$ cat src/rtl/ps2_text_cursor_if.sv
`default_nettype none
// +----------------------------------------------------------------------------+
// | Module  : ps2_text_cursor_if                                               |
// | Brief   : Raw PS/2 inputs and character-RAM / cursor outputs of the        |
// |           keyboard front end of the text terminal.                        |
// | Revision: 1.0 - initial release                                            |
// +----------------------------------------------------------------------------+
interface ps2_text_cursor_if;
  logic       ps2_clk;
  logic       ps2_data;
  logic       wr_en;
  logic [4:0] wr_row;
  logic [6:0] wr_col;
  logic [7:0] wr_char;
  logic [4:0] cur_row;
  logic [6:0] cur_col;
  logic       caps;
  logic       frame_err;

  // master: the cursor block, which consumes the keyboard and drives the screen side
  modport master (
    input  ps2_clk, ps2_data,
    output wr_en, wr_row, wr_col, wr_char, cur_row, cur_col, caps, frame_err
  );

  modport slave (
    output ps2_clk, ps2_data,
    input  wr_en, wr_row, wr_col, wr_char, cur_row, cur_col, caps, frame_err
  );
endinterface
`default_nettype wire

$ cat src/rtl/ps2_text_cursor.sv
`default_nettype none
// +----------------------------------------------------------------------------+
// | Module  : ps2_text_cursor                                                  |
// | Brief   : PS/2 frame receiver, set-2 to ASCII decoder and text-grid cursor |
// |           producing one-cycle character-RAM write commands.               |
// | Revision: 1.0 - initial release                                            |
// +----------------------------------------------------------------------------+
module ps2_text_cursor #(
  parameter int ROWS    = 30,
  parameter int COLS    = 70,
  parameter int TIMEOUT = 50000
) (
  input  logic               clk,
  input  logic               reset,
  ps2_text_cursor_if.master  bus
);

  localparam int               c_IDLE_W   = $clog2(TIMEOUT + 1);
  localparam logic [c_IDLE_W-1:0] c_TIMEOUT = c_IDLE_W'(TIMEOUT);
  localparam logic [4:0]       c_LAST_ROW = 5'(ROWS - 1);
  localparam logic [6:0]       c_LAST_COL = 7'(COLS - 1);

  typedef enum logic [1:0] {
    S_IDLE    = 2'd0,
    S_EXT     = 2'd1,
    S_BRK     = 2'd2,
    S_EXT_BRK = 2'd3
  } state_t;

  // {hit, letter index 0..25}
  function automatic logic [5:0] letter_lookup(input logic [7:0] code);
    case (code)
      8'h1C: return {1'b1, 5'd0};   8'h32: return {1'b1, 5'd1};
      8'h21: return {1'b1, 5'd2};   8'h23: return {1'b1, 5'd3};
      8'h24: return {1'b1, 5'd4};   8'h2B: return {1'b1, 5'd5};
      8'h34: return {1'b1, 5'd6};   8'h33: return {1'b1, 5'd7};
      8'h43: return {1'b1, 5'd8};   8'h3B: return {1'b1, 5'd9};
      8'h42: return {1'b1, 5'd10};  8'h4B: return {1'b1, 5'd11};
      8'h3A: return {1'b1, 5'd12};  8'h31: return {1'b1, 5'd13};
      8'h44: return {1'b1, 5'd14};  8'h4D: return {1'b1, 5'd15};
      8'h15: return {1'b1, 5'd16};  8'h2D: return {1'b1, 5'd17};
      8'h1B: return {1'b1, 5'd18};  8'h2C: return {1'b1, 5'd19};
      8'h3C: return {1'b1, 5'd20};  8'h2A: return {1'b1, 5'd21};
      8'h1D: return {1'b1, 5'd22};  8'h22: return {1'b1, 5'd23};
      8'h35: return {1'b1, 5'd24};  8'h1A: return {1'b1, 5'd25};
      default: return 6'd0;
    endcase
  endfunction

  // {hit, digit 0..9}
  function automatic logic [4:0] digit_lookup(input logic [7:0] code);
    case (code)
      8'h45: return {1'b1, 4'd0};  8'h16: return {1'b1, 4'd1};
      8'h1E: return {1'b1, 4'd2};  8'h26: return {1'b1, 4'd3};
      8'h25: return {1'b1, 4'd4};  8'h2E: return {1'b1, 4'd5};
      8'h36: return {1'b1, 4'd6};  8'h3D: return {1'b1, 4'd7};
      8'h3E: return {1'b1, 4'd8};  8'h46: return {1'b1, 4'd9};
      default: return 5'd0;
    endcase
  endfunction

  function automatic logic [7:0] shifted_digit(input logic [3:0] d);
    case (d)
      4'd0: return 8'h29;  4'd1: return 8'h21;  4'd2: return 8'h40;
      4'd3: return 8'h23;  4'd4: return 8'h24;  4'd5: return 8'h25;
      4'd6: return 8'h5E;  4'd7: return 8'h26;  4'd8: return 8'h2A;
      default: return 8'h28;
    endcase
  endfunction

  // Synchronizers plus one extra stage of ps2_clk for falling-edge detection
  logic [1:0] r_clk_sync;
  logic [1:0] r_data_sync;
  logic       r_clk_prev;
  logic       w_fall;
  logic       w_bit;

  always_ff @(posedge clk) begin
    if (!reset) begin
      r_clk_sync  <= 2'b11;
      r_data_sync <= 2'b11;
      r_clk_prev  <= 1'b1;
    end else begin
      r_clk_sync  <= {r_clk_sync[0], bus.ps2_clk};
      r_data_sync <= {r_data_sync[0], bus.ps2_data};
      r_clk_prev  <= r_clk_sync[1];
    end
  end

  assign w_fall = r_clk_prev & ~r_clk_sync[1];
  assign w_bit  = r_data_sync[1];

  logic [3:0]          r_bit_cnt;
  logic [7:0]          r_sr;
  logic                r_par;
  logic [c_IDLE_W-1:0] r_idle;
  logic                r_byte_valid;
  logic [7:0]          r_byte;
  logic                r_frame_err;

  always_ff @(posedge clk) begin
    if (!reset) begin
      r_bit_cnt    <= 4'd0;
      r_sr         <= 8'd0;
      r_par        <= 1'b0;
      r_idle       <= '0;
      r_byte_valid <= 1'b0;
      r_byte       <= 8'd0;
      r_frame_err  <= 1'b0;
    end else begin
      r_byte_valid <= 1'b0;
      r_frame_err  <= 1'b0;
      if (w_fall) begin
        r_idle <= '0;
        if (r_bit_cnt == 4'd0) begin
          if (!w_bit) r_bit_cnt <= 4'd1;
        end else if (r_bit_cnt <= 4'd8) begin
          r_sr      <= {w_bit, r_sr[7:1]};
          r_bit_cnt <= r_bit_cnt + 4'd1;
        end else if (r_bit_cnt == 4'd9) begin
          r_par     <= w_bit;
          r_bit_cnt <= r_bit_cnt + 4'd1;
        end else begin
          r_bit_cnt <= 4'd0;
          if (w_bit && (^{r_sr, r_par})) begin
            r_byte       <= r_sr;
            r_byte_valid <= 1'b1;
          end else begin
            r_frame_err  <= 1'b1;
          end
        end
      end else if (r_idle != c_TIMEOUT) begin
        r_idle <= r_idle + 1'b1;
      end else if (r_bit_cnt != 4'd0) begin
        r_bit_cnt <= 4'd0;
      end
    end
  end

  // Decoder and cursor state
  state_t     r_state, w_state_nxt;
  logic [4:0] r_row, w_row_nxt;
  logic [6:0] r_col, w_col_nxt;
  logic       r_shift, w_shift_nxt;
  logic       r_caps, w_caps_nxt;
  logic       r_caps_held, w_caps_held_nxt;
  logic       r_wr_en, w_wr_en_nxt;
  logic [4:0] r_wr_row, w_wr_row_nxt;
  logic [6:0] r_wr_col, w_wr_col_nxt;
  logic [7:0] r_wr_char, w_wr_char_nxt;

  logic [5:0] w_letter;
  logic [4:0] w_digit;
  logic [4:0] w_row_inc;
  logic       w_print_hit;
  logic [7:0] w_print_char;

  assign w_letter  = letter_lookup(r_byte);
  assign w_digit   = digit_lookup(r_byte);
  assign w_row_inc = (r_row == c_LAST_ROW) ? 5'd0 : r_row + 5'd1;

  always_comb begin
    w_print_hit  = 1'b0;
    w_print_char = 8'h00;
    if (w_letter[5]) begin
      w_print_hit  = 1'b1;
      w_print_char = ((r_shift ^ r_caps) ? 8'h41 : 8'h61) + {3'b000, w_letter[4:0]};
    end else if (w_digit[4]) begin
      w_print_hit  = 1'b1;
      w_print_char = r_shift ? shifted_digit(w_digit[3:0]) : 8'h30 + {4'h0, w_digit[3:0]};
    end else if (r_byte == 8'h29) begin
      w_print_hit  = 1'b1;
      w_print_char = 8'h20;
    end
  end

  always_ff @(posedge clk) begin
    if (!reset) begin
      r_state     <= S_IDLE;
      r_row       <= 5'd0;
      r_col       <= 7'd0;
      r_shift     <= 1'b0;
      r_caps      <= 1'b0;
      r_caps_held <= 1'b0;
      r_wr_en     <= 1'b0;
      r_wr_row    <= 5'd0;
      r_wr_col    <= 7'd0;
      r_wr_char   <= 8'd0;
    end else begin
      r_state     <= w_state_nxt;
      r_row       <= w_row_nxt;
      r_col       <= w_col_nxt;
      r_shift     <= w_shift_nxt;
      r_caps      <= w_caps_nxt;
      r_caps_held <= w_caps_held_nxt;
      r_wr_en     <= w_wr_en_nxt;
      r_wr_row    <= w_wr_row_nxt;
      r_wr_col    <= w_wr_col_nxt;
      r_wr_char   <= w_wr_char_nxt;
    end
  end

  always_comb begin
    w_state_nxt     = r_state;
    w_row_nxt       = r_row;
    w_col_nxt       = r_col;
    w_shift_nxt     = r_shift;
    w_caps_nxt      = r_caps;
    w_caps_held_nxt = r_caps_held;
    w_wr_en_nxt     = 1'b0;
    w_wr_row_nxt    = r_wr_row;
    w_wr_col_nxt    = r_wr_col;
    w_wr_char_nxt   = r_wr_char;
    if (r_byte_valid) begin
      unique case (r_state)
        S_IDLE: begin
          if (r_byte == 8'hE0) begin
            w_state_nxt = S_EXT;
          end else if (r_byte == 8'hF0) begin
            w_state_nxt = S_BRK;
          end else if (r_byte == 8'h12 || r_byte == 8'h59) begin
            w_shift_nxt = 1'b1;
          end else if (r_byte == 8'h58) begin
            // typematic repeats of caps must not toggle again until it is released
            if (!r_caps_held) w_caps_nxt = ~r_caps;
            w_caps_held_nxt = 1'b1;
          end else if (r_byte == 8'h5A) begin
            w_col_nxt = 7'd0;
            w_row_nxt = w_row_inc;
          end else if (r_byte == 8'h66) begin
            if (r_col != 7'd0) begin
              w_col_nxt = r_col - 7'd1;
            end else if (r_row != 5'd0) begin
              w_row_nxt = r_row - 5'd1;
              w_col_nxt = c_LAST_COL;
            end
            w_wr_en_nxt   = 1'b1;
            w_wr_row_nxt  = w_row_nxt;
            w_wr_col_nxt  = w_col_nxt;
            w_wr_char_nxt = 8'h20;
          end else if (w_print_hit) begin
            w_wr_en_nxt   = 1'b1;
            w_wr_row_nxt  = r_row;
            w_wr_col_nxt  = r_col;
            w_wr_char_nxt = w_print_char;
            if (r_col == c_LAST_COL) begin
              w_col_nxt = 7'd0;
              w_row_nxt = w_row_inc;
            end else begin
              w_col_nxt = r_col + 7'd1;
            end
          end
        end
        S_EXT: begin
          if (r_byte == 8'hF0) begin
            w_state_nxt = S_EXT_BRK;
          end else begin
            w_state_nxt = S_IDLE;
            case (r_byte)
              8'h6B: if (r_col != 7'd0)       w_col_nxt = r_col - 7'd1;
              8'h74: if (r_col != c_LAST_COL) w_col_nxt = r_col + 7'd1;
              8'h75: if (r_row != 5'd0)       w_row_nxt = r_row - 5'd1;
              8'h72: if (r_row != c_LAST_ROW) w_row_nxt = r_row + 5'd1;
              default: ;
            endcase
          end
        end
        S_BRK: begin
          if (r_byte == 8'h12 || r_byte == 8'h59) w_shift_nxt = 1'b0;
          if (r_byte == 8'h58) w_caps_held_nxt = 1'b0;
          w_state_nxt = S_IDLE;
        end
        S_EXT_BRK: begin
          w_state_nxt = S_IDLE;
        end
      endcase
    end
  end

  assign bus.wr_en     = r_wr_en;
  assign bus.wr_row    = r_wr_row;
  assign bus.wr_col    = r_wr_col;
  assign bus.wr_char   = r_wr_char;
  assign bus.cur_row   = r_row;
  assign bus.cur_col   = r_col;
  assign bus.caps      = r_caps;
  assign bus.frame_err = r_frame_err;

endmodule
`default_nettype wire

$ cat src/flat_wrapper.sv
// flat-port wrapper written by rule: the top's interface ports become plain ports
module ps2_text_cursor_flat 
#(
  parameter int ROWS    = 30,
  parameter int COLS    = 70,
  parameter int TIMEOUT = 50000
)
  (clk, reset, bus_ps2_clk, bus_ps2_data, bus_wr_en, bus_wr_row, bus_wr_col, bus_wr_char, bus_cur_row, bus_cur_col, bus_caps, bus_frame_err);
  ps2_text_cursor_if bus_i ();
  input  logic clk;
  input  logic reset;
  input wire logic [$bits(bus_i.ps2_clk)-1:0] bus_ps2_clk;
  input wire logic [$bits(bus_i.ps2_data)-1:0] bus_ps2_data;
  output wire logic [$bits(bus_i.wr_en)-1:0] bus_wr_en;
  output wire logic [$bits(bus_i.wr_row)-1:0] bus_wr_row;
  output wire logic [$bits(bus_i.wr_col)-1:0] bus_wr_col;
  output wire logic [$bits(bus_i.wr_char)-1:0] bus_wr_char;
  output wire logic [$bits(bus_i.cur_row)-1:0] bus_cur_row;
  output wire logic [$bits(bus_i.cur_col)-1:0] bus_cur_col;
  output wire logic [$bits(bus_i.caps)-1:0] bus_caps;
  output wire logic [$bits(bus_i.frame_err)-1:0] bus_frame_err;
  assign bus_i.ps2_clk = bus_ps2_clk;
  assign bus_i.ps2_data = bus_ps2_data;
  assign bus_wr_en = bus_i.wr_en;
  assign bus_wr_row = bus_i.wr_row;
  assign bus_wr_col = bus_i.wr_col;
  assign bus_wr_char = bus_i.wr_char;
  assign bus_cur_row = bus_i.cur_row;
  assign bus_cur_col = bus_i.cur_col;
  assign bus_caps = bus_i.caps;
  assign bus_frame_err = bus_i.frame_err;
  ps2_text_cursor #(.ROWS(ROWS), .COLS(COLS), .TIMEOUT(TIMEOUT)) u_core (.clk(clk), .reset(reset), .bus(bus_i));
endmodule
$ cat config.mk
export PLATFORM = sky130hd
export DESIGN_NAME = ps2_text_cursor_flat
export DESIGN_NICKNAME = d
export VERILOG_FILES = /design/src/rtl/ps2_text_cursor_if.sv /design/src/rtl/ps2_text_cursor.sv /design/src/flat_wrapper.sv
export SDC_FILE = /design/constraint.sdc
export NUM_CORES = 1
export LEC_CHECK = 0
export ABC_AREA = 1
export CAP_MARGIN = 20
export CORE_MARGIN = 2
export CORE_UTILIZATION = 27
export CTS_CLUSTER_SIZE = 14
export DETAILED_ROUTE_END_ITERATION = 16
export GPL_TIMING_DRIVEN = 0
export PLACE_DENSITY = 0.51
export SLEW_MARGIN = 20
export SYNTH_ARGS = -nofsm -noshare
export SYNTH_HDL_FRONTEND = slang
export SYNTH_SLANG_ARGS = --single-unit
$ cat constraint.sdc
create_clock -name clk -period 6.8 [get_ports clk]
set_input_delay 1.02 -clock clk [delete_from_list [all_inputs] [get_ports clk]]
set_output_delay 1.02 -clock clk [all_outputs]
set_load 0.1 [all_outputs]
==> impl_metrics.env <==
export IMPL_clk_path_buf_depth=2
export IMPL_syn_area_um2=5700
export IMPL_ys_ff_latch=88
export IMPL_io_buffers=38
export IMPL_holdPathStages=1
export IMPL_initial_core_util_pct=27.3
export IMPL_drc_errors=0
export IMPL_outcome="finished, final reports clean"
export IMPL_grt_setup_unrepaired="no"
export IMPL_r2r_start="u_core.r_bit_cnt[0]"
export IMPL_synth_area_leader_cell="dfxtp_1"
export IMPL_start_kind="flop"
export IMPL_yosysSeqAreaShare_pct=30.9
export IMPL_holdBufCountCts=0
export IMPL_placed_cell_area_um2=6430
export IMPL_overflow=0
export IMPL_crit_arrival_ns=2.08
export IMPL_ys_types=46
export IMPL_ir_drop_mv=0.104
export IMPL_grt_util_met2_pct=23.9
export IMPL_synth_edf_count=0
export IMPL_num_fill_cells=2324
export IMPL_vias_per_cell=4.74
export IMPL_min_period_ns=3.10
export IMPL_path_max_fanout=8
export IMPL_synthCells=891
export IMPL_cp_depth=1
export IMPL_worstSkewPairLatency_ns=0.35
export IMPL_num_nets_final=957
export IMPL_maxCapViolations=0
export IMPL_skew_ns=0.0117
export IMPL_clk_pin_slew_ns=0.07
export IMPL_ant_nets=0
export IMPL_ys_flop_type="dfxtp_1"
export IMPL_gr_usage_met3_pct=2.72
export IMPL_synth_area_leaders="dfxtp_1, nand2_1, inv_1"
export IMPL_post_cts_buffers=0
export IMPL_tightest_slew_ns=1.01
export IMPL_cts_max_level=3
export IMPL_die_h_um=149
export IMPL_antenna_cells=0
export IMPL_worstPathCellList="clkdlybuf4s50_1"
export IMPL_num_vias=5786
export IMPL_use_met1_pct=20.3
export IMPL_crit_path_end_kind="output port"
export IMPL_rr_worst_depth=16
export IMPL_core_rowCount=53
export IMPL_cts_root_buf="clkbuf_16"
export IMPL_period_share_pct=45.6
export IMPL_grt_max_degree=16
export IMPL_core_area_um2=20900
export IMPL_crit_type="reg -> out"
export IMPL_dr_pass1_iters=4
export IMPL_crit_family="buffers and inverters"
export IMPL_cts_tree="built"
export IMPL_wl_per_cell_um=13.1
export IMPL_synth_async_sr_flop_share_pct=0
export IMPL_fmax_mhz=323
export IMPL_drt_initial_drc_count=263
export IMPL_crit_path_end="bus_cur_row[4]"
export IMPL_grt_busiest_layer="met2"
export IMPL_synth_top_area_share_pct=30.9
export IMPL_die_area_um2=22300
export IMPL_hp_class="reg -> reg"
export IMPL_r2r_setup_slack_ns=3.93
export IMPL_clock_sinks=88
export IMPL_numCtsBuffers=9
export IMPL_gp_congestion=0.864
export IMPL_grt_pass1_wl_um=26600
export IMPL_dp_hpwl_um=12100
export IMPL_final_cell_area_um2=6700
export IMPL_totalWireLength_um=15900
export IMPL_cp_startpoint="u_core.bus.cur_row[4]"
export IMPL_hold_viol_final=0
export IMPL_yosys_warnings=0
export IMPL_cts_resized=0
export IMPL_whs_ns=0.415
export IMPL_area_growth_pct=17.5
export IMPL_drive_above_1_share_pct=8.25
export IMPL_cp_slowest_cell="clkdlybuf4s50_1"
export IMPL_track_usage_pct=14.8
export IMPL_finalSetupTns_ns=0
export IMPL_slew_viol_final=0
export IMPL_pwr_density_cell_nw_per_um2=152
export IMPL_max_stage_delay_ns=1.20
export IMPL_fp_dieW_um=149
export IMPL_setup_viol=0
export IMPL_maxSlewHeadroom_pct=32.2
export IMPL_antenna_found_initial=0
export IMPL_grt_pass1_vias=5345
export IMPL_leakage_uw=0.00273
export IMPL_cp_required_ns=5.78
export IMPL_syn_nets=908
export IMPL_io_pins=39
export IMPL_power_uw=1020
export IMPL_cp_buffers_inverters=1
export IMPL_postSynthAreaPerCell_um2=6.40
## worst register-to-register path, cell delays in order, from the launching register on
cell and delay (ns):
dfxtp_1 0.39, inv_1 0.09, ha_1 0.25, a21oi_4 0.19, nand2_2 0.15, nor3_2 0.18
nand4_1 0.27, nand2_1 0.16, nand2_2 0.13, inv_1 0.13, ha_1 0.23, or2_4 0.26
nand3_1 0.08, nand3_1 0.09, nand2_1 0.09, nand2_1 0.05, nand2_1 0.05
## metal layers
metal | share of wire (%) | up-vias
li1 | - | 3015
met1 | 49 | 2629
met2 | 45 | 127
met3 | 4.3 | 15
met4 | 1.2 | 0
met5 | 0 | -
## cells in the mapped netlist, types with 4 or more instances
cell / count
nand2_1: 212
inv_1: 111
nor2_1: 89
dfxtp_1: 88
o21ai_0: 74
a21oi_1: 71
nand3_1: 48
nor3_1: 24
clkbuf_1: 17
nand4_1: 17
xor2_1: 16
inv_2: 14
ha_1: 13
nand2_2: 9
nor2_2: 7
or2_2: 7
a211oi_1: 6
o211ai_1: 6
a31oi_1: 5
o21ai_1: 5
xnor2_1: 5
a32oi_1: 4
nand3_2: 4
nor4_1: 4
## logic make-up (layout without fill, tap and decap cells)
logic type | Yosys count | count (layout) | synth area share, %
compound gates | 185 | 185 | 18.2
simple gates | 433 | 433 | 34.3
buf+inv | 151 | 205 | 10.6
flops | 88 | 88 | 30.9
fa+ha+maj | 13 | 13 | 2.85
xor+xnor | 21 | 21 | 3.22
## per-stage QoR
stage	setup WS [ns]	utilization, %	std cells
after floorplan	4.10	-	891
after global placement	3.34	30.8	1204
after detailed placement	3.34	30.8	1204
after CTS	3.69	32.1	1220
after global routing	3.54	32.1	1220
final	3.70	32.1	1220
## state kept, by name, indices dropped and copies added, names as in the netlist, 5 cells and up, named ones only
register	flops
u_core.bus.cur_row	5
u_core.bus.cur_col	7
u_core.bus.wr_row	5
u_core.bus.wr_col	7
u_core.bus.wr_char	8
u_core.r_idle	16
u_core.r_sr	8
u_core.r_byte	8
## report_power, final
part           internal (uW)  switching [uW]
clock network            249             219
registers                518            1.41
logic                   8.70            19.5
## how the worst min path moves through the flow
stage / startpoint / endpoint / slack, ns
6_report: u_core.r_clk_sync[0] / u_core.r_clk_sync[1] / 0.42
4_1_cts: u_core.r_clk_sync[0] / u_core.r_clk_sync[1] / 0.42
2_1_floorplan: u_core.r_clk_sync[1] / u_core.r_clk_prev / 0.39
5_1_grt: u_core.r_data_sync[0] / u_core.r_data_sync[1] / 0.43
3_3_place_gp: u_core.r_clk_sync[0] / u_core.r_clk_sync[1] / 0.39
3_5_place_dp: u_core.r_clk_sync[0] / u_core.r_clk_sync[1] / 0.40
## placed cells by master, fill, tap and decap left out, drive strengths merged
cell type / count
a211oi: 7
a21oi: 73
a221oi: 1
a22oi: 2
a311oi: 1
a31oi: 5
a32oi: 4
a41oi: 1
buf: 8
clkbuf: 27
clkdlybuf4s50: 38
clkinv: 5
clkinvlp: 1
dfxtp: 88
ha: 13
inv: 126
nand2: 222
nand3: 53
nand4: 17
nor2: 99
nor3: 28
nor4: 5
o211ai: 6
o21a: 1
o21ai: 79
o22ai: 2
o311ai: 1
o31ai: 2
or2: 8
or4: 1
xnor2: 5
xor2: 16
## layout make-up
class | count | area, um^2 | share of cell area (%)
clock buffer | 10 | 229 | 3.42
inverter | 126 | 473 | 7.06
sequential | 88 | 1760 | 26.3
multi-input combinational | 652 | 3340 | 49.8
clock inverter | 6 | 43.8 | 0.653
timing repair buffer | 38 | 380 | 5.68
buffer | 25 | 130 | 1.94
tap | 275 | 344 | 5.13
No activity file was read; power rests on OpenSTA's default activity.
